## config.mk

```make
export PLATFORM = sky130hd
export DESIGN_NAME = mem_bus_arbiter
export DESIGN_NICKNAME = d
export VERILOG_FILES = /design/src/rtl/cpu_bus_pkg.sv /design/src/rtl/bus_rr_pick.sv /design/src/rtl/mem_bus_arbiter.sv
export SDC_FILE = /design/constraint.sdc
export NUM_CORES = 1
export LEC_CHECK = 0
export CAP_MARGIN = 0
export CORE_ASPECT_RATIO = 2
export CORE_MARGIN = 5
export CORE_UTILIZATION = 55
export CTS_CLUSTER_DIAMETER = 200
export DETAILED_ROUTE_END_ITERATION = 12
export DONT_BUFFER_PORTS = 1
export GPL_TIMING_DRIVEN = 0
export PLACE_DENSITY = 0.7
export SLEW_MARGIN = 20
export SYNTH_ARGS = -nofsm -noshare
export SYNTH_HDL_FRONTEND = slang
export SYNTH_HIERARCHICAL = 1
export SYNTH_SLANG_ARGS = --single-unit
export TNS_END_PERCENT = 10
```

## constraint.sdc

```tcl
create_clock -name clk -period 2.7 [get_ports clk]
set_clock_uncertainty 0.15 [all_clocks]
set_input_delay 0.54 -clock clk [delete_from_list [all_inputs] [get_ports clk]]
set_output_delay 0.54 -clock clk [all_outputs]
set_load 0.005 [all_outputs]
```

## src/rtl/cpu_bus_pkg.sv

```systemverilog
// Shared types for the CPU/IO memory bus: arbiter FSM states, port ids and default widths.
package cpu_bus_pkg;

    localparam int DEF_ADDR_W = 8;
    localparam int DEF_DATA_W = 8;

    typedef enum logic [1:0] {
        IDLE,
        ACCESS,
        RESP
    } state_t;

    typedef enum logic {
        PORT_CPU,
        PORT_IO
    } port_t;

endpackage

```

## src/rtl/bus_rr_pick.sv

```systemverilog
// Two-way round-robin picker: a lone request always wins, a tie goes to the port not served last.
module bus_rr_pick
    import cpu_bus_pkg::*;
(
    input  logic [1:0] req,        // bit 0 = CPU, bit 1 = IO
    input  port_t      last_grant,
    output port_t      grant,
    output logic       grant_vld
);

    always_comb begin
        grant_vld = |req;
        grant     = PORT_CPU;
        if (req[0] && req[1])
            grant = (last_grant == PORT_CPU) ? PORT_IO : PORT_CPU;
        else if (req[1])
            grant = PORT_IO;
    end

endmodule

```

## src/rtl/mem_bus_arbiter.sv

```systemverilog
// Arbitrates CPU and IO/DMA ports onto a single fixed-latency RAM; one access in flight at a time.
module mem_bus_arbiter
    import cpu_bus_pkg::*;
#(
    parameter int ADDR_W  = DEF_ADDR_W,
    parameter int DATA_W  = DEF_DATA_W,
    parameter int LATENCY = 2
) (
    input  logic              clk,
    input  logic              reset_cycle,
    input  logic              cpu_req,
    input  logic              cpu_we,
    input  logic [ADDR_W-1:0] cpu_addr,
    input  logic [DATA_W-1:0] cpu_wdata,
    output logic              cpu_ack,
    input  logic              io_req,
    input  logic              io_we,
    input  logic [ADDR_W-1:0] io_addr,
    input  logic [DATA_W-1:0] io_wdata,
    output logic              io_ack,
    output logic [DATA_W-1:0] rdata,
    output logic              ram_en,
    output logic              ram_we,
    output logic [ADDR_W-1:0] ram_addr,
    output logic [DATA_W-1:0] ram_wdata,
    input  logic [DATA_W-1:0] ram_rdata,
    output logic              busy
);

    localparam logic [3:0] CNT_INIT = 4'(LATENCY - 1);

    state_t            state;
    port_t             last_grant;
    port_t             pick;
    logic              pick_vld;
    logic [3:0]        cnt;
    logic              we_q;
    logic [ADDR_W-1:0] addr_q;
    logic [DATA_W-1:0] wdata_q;

    bus_rr_pick u_pick (
        .req        ({io_req, cpu_req}),
        .last_grant (last_grant),
        .grant      (pick),
        .grant_vld  (pick_vld)
    );

    // last_grant doubles as the id of the port whose access is in flight.
    always_ff @(posedge clk or posedge reset_cycle) begin
        if (reset_cycle) begin
            state      <= IDLE;
            last_grant <= PORT_IO;
            cnt        <= '0;
            we_q       <= 1'b0;
            addr_q     <= '0;
            wdata_q    <= '0;
            rdata      <= '0;
            cpu_ack    <= 1'b0;
            io_ack     <= 1'b0;
        end else begin
            cpu_ack <= 1'b0;
            io_ack  <= 1'b0;
            case (state)
                IDLE: begin
                    if (pick_vld) begin
                        state      <= ACCESS;
                        cnt        <= CNT_INIT;
                        last_grant <= pick;
                        if (pick == PORT_CPU) begin
                            we_q    <= cpu_we;
                            addr_q  <= cpu_addr;
                            wdata_q <= cpu_wdata;
                        end else begin
                            we_q    <= io_we;
                            addr_q  <= io_addr;
                            wdata_q <= io_wdata;
                        end
                    end
                end
                ACCESS: begin
                    if (cnt == 4'd0) begin
                        if (!we_q)
                            rdata <= ram_rdata;
                        state   <= RESP;
                        cpu_ack <= (last_grant == PORT_CPU);
                        io_ack  <= (last_grant == PORT_IO);
                    end else begin
                        cnt <= cnt - 4'd1;
                    end
                end
                RESP:    state <= IDLE;
                default: state <= IDLE;
            endcase
        end
    end

    assign ram_en    = (state == ACCESS);
    assign ram_we    = ram_en && we_q;
    assign ram_addr  = addr_q;
    assign ram_wdata = wdata_q;
    assign busy      = (state != IDLE);

endmodule

```

-- Yosys cells after proc, flatten, opt, wreduce, memory -nomap -nowiden
Cells that the tools add are included.
- logic and storage cells: 43
- output and inout port bits: 29
- bits in registers: 34
- input port bits: 46
- mux-type cells: 16
- equal/unequal tests: 4
- reduce and logical (&&, ||, !) cells: 11
- bitwise gates (word level): 2
- add/sub/neg operators: 1
- operator list (kind ; count):
    8-bit 2-to-1 mux ; 2
    1-bit 2-to-1 mux ; 8
    4-bit 2-to-1 mux ; 2
    4-bit case mux with 2 select lines ; 1
    3-bit AND reduction ; 2
    4-bit logical NOT ; 1
    2-bit 2-to-1 mux ; 2
    2-bit inequality test (second input constant) ; 2
    2-bit case mux with 2 select lines ; 1
    2-bit AND reduction ; 2
    2-bit nonzero test ; 2
    4-bit by 1-bit subtractor with 4-bit output (second input constant) ; 1
    2-bit by 1-bit == test with 1-bit output (second input constant) ; 1
    1-bit logical AND ; 2
    2-bit logical NOT ; 1
    2-bit by 1-bit inequality test with 1-bit output (second input constant) ; 1
    1-bit NOT ; 2
    2-bit OR reduction ; 1

-- Depth between registers and ports, before layout
- depth after elaboration: 3
- mapped depth: 6
- mapped depth without buffers: 5

-- Hierarchy
Netlist, hierarchy kept.
- by module, submodules not included (module ; seq. area each (µm²) ; area an instance (µm²) ; instances ; cells an instance):
    mem_bus_arbiter ; 852.1 ; 1552.7 ; 1 ; 137
    bus_rr_pick ; 0.0 ; 13.8 ; 1 ; 2

-- Least setup slack after synthesis
Ideal clock, no wire load.
- path kind: reg-to-reg
- start: reg cnt[0]
- end: reg rdata[0]
- cell stages (with the launch flop): 7
- path slack: 605 ps
- data required time: 2425 ps
- arrival time: 1820 ps
- period minus slack after synthesis: 2095 ps
- buffers on the path: 1
- library setup time: 125 ps
- cells stage by stage: dfrtp_1 -> inv_1 -> ha_1 -> or3b_4 -> or3_1 -> buf_6 -> mux2_4
- longest elaborated chain between the ends: 2
- RTL lines (element ; line ; text):
    start: declaration ; mem_bus_arbiter.sv:36 ; logic [3:0] cnt;
    start signal: assignment ; mem_bus_arbiter.sv:88 ; cnt <= cnt - 4'd1;
    4-bit logical NOT ; mem_bus_arbiter.sv:81 ; if (cnt == 4'd0) begin
    3-bit AND reduction (no line) ; -- ;
    end signal: assignment ; mem_bus_arbiter.sv:83 ; rdata <= ram_rdata;
    end: declaration ; mem_bus_arbiter.sv:21 ; output logic [DATA_W-1:0] rdata,
Every way passes these cells.
A chain may end at the register's enable or synchronous reset.

-- Final worst setup path
- start: reg cnt[0]
- end: reg rdata[1]
The elaborated chain is that of the path after synthesis.

==> metrics list <==
- Non-Filler Instances: 176
* CTS tree: yes
- Mean routed wirelength per cell: 18.2 um
- Using the TritonRoute via totals, the vias-per-cell ratio works out to 5.94.
- Yosys attributes the largest share of cell area to dfrtp_1 53%, mux2i_1 12%, mux2_4 7.7%.
- The HPWL after detailed placement is 2480 um.
- For this run, the detailed router's first-pass iteration total came to 4.
- The die is 47.7 um wide.
- Count of max-cap constraint violations: 0
- Leaving out fill and tap cells, the most frequent cell in the layout is dfrtp_1.
- The final layout contains routed wiring with a total length of 3210 um.
- The synthesized netlist contains 27 unique library cells.
- Number of top-level pins: 75
* Area of the die: 4080 um^2
* Floorplan die height: 85.5 um
* Net count of the mapped netlist: 187
- In the global route stage, overall resource usage came out at 0.176.
* Relative slew margins: 0.545
- The layout has 229 filler cells.
- Area of combinational cells with multiple inputs: 656 um^2
* Peak supply drop: 737 uV
- The longest clock path from root to sink contains 2 buffers.
- Mean area per synthesized cell: 11.3 um^2
- Final #Nets: 194
- After detailed placement, the design holds a cell count of 168.
- The worst setup path is of the flip-flop to flip-flop kind.
- Overflow left after global routing: 0
- The H-tree generated during clock tree synthesis spans 2 levels.
- In this run the static leakage power is 0.801 nW.
- For this configuration, the core starts out at a cell density of 0.572.
- After synthesis the cells add up to 1570 um^2.
- In the synthesized netlist, the number of instances is 139.
- Critical path required time: 2.71 ns
- Post-layout power: 2.12 mW
- In the finished design, the share of the clock period the worst path needs comes to 0.821.
- Synth warn: 6
- Area growth from synthesis to final layout: 9.11%
- The final hold violation count came to 0.
- Crit path time final: 2.22 ns
- Post-layout worst setup margin: 0.484 ns
* Aggregate negative setup slack: 0 ns
* Cts hold-fix bufs: 0
- Port buffer count: 0
- Total of endpoints with negative setup slack in the final report: 0
* Core region area: 2740 um^2
- Post-CTS Setup Repair Bufs: 0
- In this run the worst hold path is classified as input port to async pin.
- Placer Congestion: 0.751
* Std-Cell Rows: 27
- Antenna violations before repair: 0
* Drt initial violations: 11
* Number of buffers created by CTS: 5
* Top library cells by usage in the layout, fill and taps aside: 33 x dfrtp_1, 21 x nor2_1, 19 x a21oi_1
* Data arrival time at the worst-slack endpoint: 2.23 ns
- Detailed-route DRC error count: 0
- The worst setup path is launched from a flip-flop.
- Along the worst path, the maximum fanout reaches 8.
- The share of the Yosys chip area taken by registers is 0.544.
* # resized after CTS: 0
- The repair_antennas step left the layout with diodes totalling 0.
- For this run, the top clock speed supported by timing is 0.451 GHz.
- Number of synthesized register bits: 34
* Number of routed nets with antenna violations: 0
* Buffer type at the clock tree root: clkbuf_8
- Power density normalized to cell area: 1240 nW/um^2
* Worst slack, placed: 0.496 ns
- Via count of the first global-routing pass: 1182
- Of all cell types, the one taking the most synthesized area is dfrtp_1.
- The count of final max-slew check failures is 0.
- Ratio of cells with drive above 1 in the final layout: 0.156
- At the pin with the least slew margin, the transition time is 0.682 ns.
- Unrepaired setup endpoints after global routing: no
- Util after Layout: 0.625
- The worst setup path is captured at a flip-flop.
- The tree built by TritonCTS fans out to 34 sinks.
- Number of vias in the routed layout: 1046
* First-pass GRT wire length: 5200 um
- Entering global routing, the biggest net connects 35 pins.
- Top cell type's share of synthesized area: 0.527
* Clk Latency, worst-skew pair: 0.28 ns
* Clock-pin transition on the worst setup and hold timing paths: 0.07 ns
- Sequential cell area: 852 um^2
* Run status: finished clean
[critical path, cell delays in order (launching register included)]
cell and delay, ns:
dfrtp_1 0.39, inv_1 0.10, ha_1 0.21, or3b_4 0.41, or3_1 0.37, buf_6 0.16
mux2_4 0.30
[cell usage after synthesis]
cell	n
a21boi_1	1
a21o_1	1
a21oi_1	19
and2_1	1
and2b_2	1
and3_1	1
buf_2	2
buf_6	1
clkbuf_1	4
dfrtp_1	33
dfstp_2	1
ha_1	2
inv_1	6
mux2_2	1
mux2_4	8
mux2i_1	18
nand2_1	1
nand2b_1	2
nor2_1	21
nor3_1	5
nor3b_1	2
o21ai_0	3
or2_1	1
or2_2	1
or3_1	1
or3b_4	1
or4_1	1
[state kept, by name (all words and copies together), names as in the netlist]
name        flops
cpu_ack         1
state           2
rdata           8
io_ack          1
last_grant      1
ram_addr        8
cnt             4
ram_wdata       8
we_q            1
[path summary, 6_finish.rpt]
kind | from | to | slack (ns) | depth (start not counted)
worst max-delay path | cnt[0] | rdata[1] | 0.48 | 6
worst min-delay path | reset_cycle | ram_addr[0] | 0.08 | 1
worst max register to register | cnt[0] | rdata[1] | 0.48 | 6
worst min register to register | rdata[4] | rdata[4] | 0.39 | 1
max in group asynchronous | reset_cycle | cnt[3] | 1.86 | 1
min in group clk | ram_rdata[6] | rdata[6] | 0.26 | 1
[report_power, final]
group / leakage, nW / switching, mW / total [mW] / internal, mW
clock: 0.0524 / 0.170 / 0.445 / 0.276
combinational: 0.355 / 0.368 / 0.707 / 0.340
sequential: 0.393 / 0.203 / 0.964 / 0.762
total: 0.801 / 0.740 / 2.12 / 1.38
[layout make-up]
cell class	count	area share
inverter	6	0.0132
tap	29	0.0212
sequential	34	0.499
multi-input combinational	92	0.384
clock buffer	7	0.0447
buffer	7	0.0212
clock inverter	1	0.0176
[kinds of logic (layout without fill, tap and decap cells)]
logic type	count (synthesis)	in the layout	share of synthesized area
flip-flops	34	34	0.544
multiplexers	27	27	0.199
AND/OR/NAND/NOR	39	39	0.124
buffers and inverters	13	21	0.0375
AO/OA/AOI/OAI	24	24	0.0799
adder cells (fa/ha/maj)	2	2	0.0160
[per-layer routing]
layer,vias up,global-route usage,share of wire
met5,-,0,0
met1,501,0.185,0.35
li1,483,-,-
met3,8,0.0743,0.11
met2,54,0.280,0.52
met4,0,0.0931,0.026
[stage by stage]
step	cell area, um^2	hold slack, ns
floorplan	1570	0.352
CTS	1710	0.109
detailed placement	1600	0.375
global route	1710	0.139
global placement	1600	0.375
finish	1710	0.0834
(Power assumes the default switching activity.)
==> RTL change 1: new RTL, same flow settings <==
Set the package constant `DEF_ADDR_W` to 9 (it was 8).
--- a/src/rtl/cpu_bus_pkg.sv
+++ b/src/rtl/cpu_bus_pkg.sv
@@ -1,7 +1,7 @@
 // Shared types for the CPU/IO memory bus: arbiter FSM states, port ids and default widths.
 package cpu_bus_pkg;
 
-    localparam int DEF_ADDR_W = 8;
+    localparam int DEF_ADDR_W = 9;
     localparam int DEF_DATA_W = 8;
 
     typedef enum logic [1:0] {
Interface: changed (resized cpu_addr, io_addr and ram_addr); port bits go from 75 to 78. No check against the original RTL was run, so the function may have changed too.
==> RTL change 1 against the unedited design <==
- power rose by 3.0%
- sequential share of layout area barely moved
- area after synthesis rose by 2.8%
- wire length rose by 5.0%
- worst setup slack got worse by 0.014 ns
- cell area rose by 2.9%
- sequential cell count rose by 1
- global-route usage rose by 0.27 points
- highest routed layer unchanged
==> RTL change 1: results (changes against the unedited design) <==
\begin{tabular}{lr}
\hline
Metric & Value \\
\hline
\multicolumn{2}{l}{\textbf{Run status}} \\
Status & finished, final reports clean \\
\multicolumn{2}{l}{\textbf{Yosys}} \\
Most numerous cell types in the synthesized netlist & sky130\_fd\_sc\_hd\_\_dfrtp\_1 (34), sky130\_fd\_sc\_hd\_\_nor2\_1 (22), sky130\_fd\_sc\_hd\_\_a21oi\_1 (20), sky130\_fd\_sc\_hd\_\_mux2i\_1 (19), sky130\_fd\_sc\_hd\_\_mux2\_4 (8) \\
Sequential cell area fraction in the yosys report & 54.5\% (+0.075 points) \\
Top post-synthesis cells by area & sky130\_fd\_sc\_hd\_\_dfrtp\_1 (53\%), sky130\_fd\_sc\_hd\_\_mux2i\_1 (12\%), sky130\_fd\_sc\_hd\_\_mux2\_4 (7.5\%) \\
Synth Net Count & 193 (+3.2\%) \\
Average size of a mapped cell & 11.3 µm² (about the same) \\
\multicolumn{2}{l}{\textbf{Critical path}} \\
Peak per-stage delay on the critical path & 0.41 ns (about the same) \\
Endpoint of the worst-slack reg-to-reg timing path & rdata[2]\$\_DFFE\_PP0P\_ \\
Maximum fanout along the worst path & 8 (unchanged) \\
Highest-delay cell along the critical path & sky130\_fd\_sc\_hd\_\_dfrtp\_1 \\
Reg2Reg Setup Slack & about 0.47 ns \\
Critical path data arrival time & 2.25 ns (+0.02 ns) \\
\multicolumn{2}{l}{\textbf{Cells and area}} \\
Layout net count & 200 (+3.1\%) \\
Layout cells sized above 1 & 16.6\% (+0.91 points) \\
Fill count & 227 (-0.87\%) \\
Flip-flop count of the largest register, all copies and words added & 9 \\
\multicolumn{2}{l}{\textbf{Clocking}} \\
Clock transition at the registers of the reported paths & 0.07 ns (about the same) \\
Root cell of the clock tree & sky130\_fd\_sc\_hd\_\_clkbuf\_8 \\
Clk Latency, worst-skew pair & just under 0.3 ns \\
Number of buffers between clock root and the deepest sink & 2 (unchanged) \\
H-Tree Level Count & 2 (unchanged) \\
\multicolumn{2}{l}{\textbf{Pwr}} \\
Worst IR Drop VDD & 849 µV (+15\%) \\
Cell leakage power & 0.826 nW (+3.1\%) \\
\multicolumn{2}{l}{\textbf{Global route}} \\
First-pass GRT wire length & 5.25 mm (+1.1\%) \\
Number of global-route vias before repair & 1,175 (-0.59\%) \\
Largest net degree at the start of global routing & 36 (+2.9\%) \\
Overall fraction of global-route tracks in use & 17.8\% (+0.27 points) \\
\multicolumn{2}{l}{\textbf{Routing}} \\
1st-iter DRT viols & 22 (+11) \\
Via density & 5.86 (-1.5\%) \\
Total number of vias & 1,054 (+0.76\%) \\
Post-detailed-route wirelength per cell & 18.7 µm (+2.7\%) \\
\multicolumn{2}{l}{\textbf{Placement}} \\
Placed wire-length estimate after detailed placement & 2.63 mm (+6.0\%) \\
Count of placed standard cells including taps & 172 (+2.4\%) \\
Final GP Congestion & 0.737 (-1.9\%) \\
Buffers added on ports & 0 (unchanged) \\
\multicolumn{2}{l}{\textbf{Timing}} \\
Slew @ Worst Pin & 0.677 ns (-0.00480 ns) \\
\hline
\end{tabular}
-- RTL change 1: cell types whose count changed in the layout (fill, tap and decap cells not counted) --
cell                       change
sky130_fd_sc_hd__dfrtp_1       +1
sky130_fd_sc_hd__clkinv_2      +1
sky130_fd_sc_hd__clkinv_4      +1
sky130_fd_sc_hd__a21oi_1       +1
sky130_fd_sc_hd__mux2i_1       +1
sky130_fd_sc_hd__clkbuf_1      -2
sky130_fd_sc_hd__nor2_1        +1
-- RTL change 1: worst min-delay path by stage --
stage,to,slack (ns),cells past startpoint
3_3_place_gp,rdata[1]$_DFFE_PP0P_,0.37,1
5_1_grt,ram_addr[2]$_DFFE_PP0P_,0.14,1
6_report,cnt[0]$_DFFE_PP0P_,0.08,1
2_1_floorplan,we_q$_DFFE_PP0P_,0.35,2
4_1_cts,ram_addr[2]$_DFFE_PP0P_,0.10,1
3_5_place_dp,rdata[1]$_DFFE_PP0P_,0.38,1
-- RTL change 1: worst max-delay path: cells and delay by family (launching register included) --
family | cells | cell delay, ns
fa+ha+maj | 1 | 0.21
buf+inv | 2 | 0.26
flops | 1 | 0.41
mux | 1 | 0.30
simple gates | 2 | 0.78
-- RTL change 1: stage by stage --
| step | worst slack [ns] | hold slack [ns] | instance area [µm²] | total power, W |
|---|---|---|---|---|
| 2_1_floorplan | 0.605 | 0.352 | 1610 | 0.00155 |
| 3_3_place_gp | 0.510 | 0.374 | 1650 | 0.00170 |
| 3_5_place_dp | 0.475 | 0.378 | 1650 | 0.00175 |
| 4_1_cts | 0.459 | 0.100 | 1760 | 0.00222 |
| 5_1_grt | 0.380 | 0.141 | 1760 | 0.00236 |
| 6_report | 0.470 | 0.0823 | 1760 | 0.00218 |
-- RTL change 1: cell families after synthesis --
family | share of synthesized area [%]
and+or+nand+nor | 12.3
DFF | 54.5
muxes | 20.0
AOI/OAI and AO/OA | 8.08
buffers and inverters | 3.65
adders and majority gates | 1.55
-- RTL change 1: power breakdown --
group          total [W]  internal (W)  switching, W
sequential      0.000996      0.000784      0.000212
combinational   0.000724      0.000346      0.000378
clock           0.000460      0.000274      0.000185
-- RTL change 1: metal layers --
layer / track usage (%) / vias to the layer above / routed length, µm
met4: 9.56 / 0 / 75
met5: 0 / - / 0
met2: 30.4 / 51 / 1880
li1: - / 501 / -
met3: 6.86 / 6 / 321
met1: 16.9 / 496 / 1090
-- RTL change 1: area by class of cell --
| class | instances | area share, % |
|---|---|---|
| well taps | 29 | 2.06 |
| clock inverters | 3 | 2.49 |
| inverters | 6 | 1.28 |
| multi-input cells | 95 | 38.3 |
| clock buffers | 5 | 3.91 |
| plain buffers | 7 | 2.06 |
| flip-flops and latches | 35 | 49.9 |
==> RTL change 2: new RTL, config.mk and constraints unchanged <==
Without the edit above. The 3 states of `state_t` get a one-hot encoding in 3 bits.
--- a/src/rtl/cpu_bus_pkg.sv
+++ b/src/rtl/cpu_bus_pkg.sv
@@ -4,10 +4,10 @@
     localparam int DEF_ADDR_W = 8;
     localparam int DEF_DATA_W = 8;
 
-    typedef enum logic [1:0] {
-        IDLE,
-        ACCESS,
-        RESP
+    typedef enum logic [2:0] {
+        IDLE   = 3'b001,
+        ACCESS = 3'b010,
+        RESP   = 3'b100
     } state_t;
 
     typedef enum logic {
Formal check against the unedited RTL: no difference found for any inputs over 10 cycles, from zero or initial values and one cycle with reset_cycle high; not proved beyond that.
==> RTL change 2 against the unedited design <==
- hold slack gained 0.016 ns
- utilization decreased by 1.2 points
- count of clock-buffer cells in the layout is the same
- power down 6.7%
- synthesized cell count fell by 1.4%
- final cell count decreased by 1.1%
- register-to-register slack improved by 0.03 ns
- sequential cell count up 1
- maximum frequency shrank 1.1%
- worst setup slack worse by 0.025 ns
- cell area is 0.66% lower
- area after synthesis increased by 0.88%
- largest power group unchanged
- wire length rose by 4.6%
==> RTL change 2: results (changes against the unedited design) <==
\begin{tabular}{lr}
\hline
Metric & Value \\
\hline
\multicolumn{2}{l}{\textbf{Run status}} \\
Status & finished, final reports clean \\
\multicolumn{2}{l}{\textbf{Yosys}} \\
Number of distinct standard cells referenced by the synthesized netlist & 29 (+7.4\%) \\
Most numerous cell types in the synthesized netlist & sky130\_fd\_sc\_hd\_\_dfrtp\_1 (33), sky130\_fd\_sc\_hd\_\_nor2\_1 (21), sky130\_fd\_sc\_hd\_\_mux2i\_1 (18), sky130\_fd\_sc\_hd\_\_a21oi\_1 (17), sky130\_fd\_sc\_hd\_\_mux2\_2 (10) \\
Fraction of the mapped netlist area in compound gates & 8.31\% (+0.33 points) \\
Synth Net Count & 185 (-1.1\%) \\
Sequential cell area fraction in the yosys report & 55.6\% (+1.2 points) \\
Top post-synthesis cells by area & sky130\_fd\_sc\_hd\_\_dfrtp\_1 (52\%), sky130\_fd\_sc\_hd\_\_mux2i\_1 (11\%), sky130\_fd\_sc\_hd\_\_mux2\_2 (7.1\%) \\
Share of cell area taken by muxes after synthesis & 18.5\% (-1.4 points) \\
\multicolumn{2}{l}{\textbf{Critical path}} \\
Cell depth of the worst flop-to-flop path & 5 (-1) \\
Maximum fanout along the worst path & 9 (+1) \\
Critical path data arrival time & 1.55 ns (-0.68 ns) \\
Highest-delay cell along the critical path & sky130\_fd\_sc\_hd\_\_or3b\_1 \\
Peak per-stage delay on the critical path & 0.39 ns (-0.02 ns) \\
\multicolumn{2}{l}{\textbf{Placement}} \\
Placed wire-length estimate after detailed placement & 2.62 mm (+5.6\%) \\
Final GP Congestion & 0.730 (-2.8\%) \\
Placement Cell Area & 1620 µm² (+0.86\%) \\
\multicolumn{2}{l}{\textbf{Pwr}} \\
Cell leakage power & 0.786 nW (-1.8\%) \\
Worst IR Drop VDD & 621 µV (-16\%) \\
\multicolumn{2}{l}{\textbf{Global route}} \\
Number of global-route vias before repair & 1,227 (+3.8\%) \\
Largest net degree at the start of global routing & 36 (+2.9\%) \\
First-pass GRT wire length & 5.43 mm (+4.5\%) \\
\multicolumn{2}{l}{\textbf{Routing}} \\
1st-iter DRT viols & 16 (+5) \\
Post-detailed-route wirelength per cell & 19.3 µm (+5.8\%) \\
\multicolumn{2}{l}{\textbf{Cells and area}} \\
Layout cells sized above 1 & 17.9\% (+2.3 points) \\
\multicolumn{2}{l}{\textbf{Timing}} \\
Worst slew margin relative to its limit & 52.9\% (-1.6 points) \\
\hline
\end{tabular}
RTL change 2: path summary, 6_finish.rpt:
| kind | from | to | slack [ns] |
|---|---|---|---|
| worst max-delay path | state[2]$_DFFE_PP0P_ | ram_we | 0.46 |
| worst min-delay path | reset_cycle | cnt[3]$_DFFE_PP0P_ | 0.1 |
| worst max register to register | cnt[0]$_DFFE_PP0P_ | rdata[2]$_DFFE_PP0P_ | 0.51 |
| worst min register to register | cnt[1]$_DFFE_PP0P_ | cnt[1]$_DFFE_PP0P_ | 0.36 |
| max in group asynchronous | reset_cycle | state[2]$_DFFE_PP0P_ | 1.84 |
| min in group clk | ram_rdata[0] | rdata[0]$_DFFE_PP0P_ | 0.26 |
RTL change 2: cells by family (layout without fill, tap and decap cells):
family,after synthesis,in the layout
AND/OR/NAND/NOR,37,37
flip-flops,35,35
multiplexers,28,28
AO/OA/AOI/OAI,23,23
buffers and inverters,12,20
adder cells (fa/ha/maj),2,2
RTL change 2: worst register-to-register path, cell delays in order (launching register included):
cell and delay, ns:
sky130_fd_sc_hd__dfrtp_1 0.40, sky130_fd_sc_hd__inv_1 0.11, sky130_fd_sc_hd__ha_1 0.21, sky130_fd_sc_hd__or3b_4 0.44, sky130_fd_sc_hd__nor3_4 0.39, sky130_fd_sc_hd__mux2_2 0.39
RTL change 2: power by group through the flow:
stage / clock network (W) / registers (W) / logic [W]
floorplan: 0 / 0.000918 / 0.000544
global route: 0.000392 / 0.000999 / 0.000755
finish: 0.000355 / 0.000965 / 0.000657
global placement: 0 / 0.000972 / 0.000628
CTS: 0.000370 / 0.000974 / 0.000663
detailed placement: 0 / 0.000982 / 0.000663
RTL change 2: area by class of cell:
cell class                      count  area [µm²]
Buffer                              7        37.5
Tap cell                           29        36.3
Clock buffer                        7        76.3
Clock inverter                      1        5.00
Multi-Input combinational cell     90         646
Inverter                            5        18.8
Fill cell                         238        1070
Sequential cell                    35         878
RTL change 2: per-layer routing:
layer | part of all wire, % | vias up | GRT usage [%]
met3 | 8.7 | 7 | 7.14
met5 | 0 | - | 0
li1 | - | 491 | -
met4 | 1.9 | 0 | 7.84
met2 | 55 | 51 | 29.4
met1 | 34 | 497 | 20.1
RTL change 2: metrics by stage:
step | hold slack, ns | total power [W] | setup slack (ns) | cells | utilization, %
finish | 0.0998 | 0.00198 | 0.459 | 174 | 61.3
global route | 0.148 | 0.00215 | 0.399 | 174 | 61.3
CTS | 0.123 | 0.00201 | 0.442 | 174 | 61.3
detailed placement | 0.349 | 0.00165 | 0.513 | 166 | 58.4
global placement | 0.344 | 0.00160 | 0.572 | 166 | 58.4
floorplan | 0.316 | 0.00146 | 0.709 | 137 | -
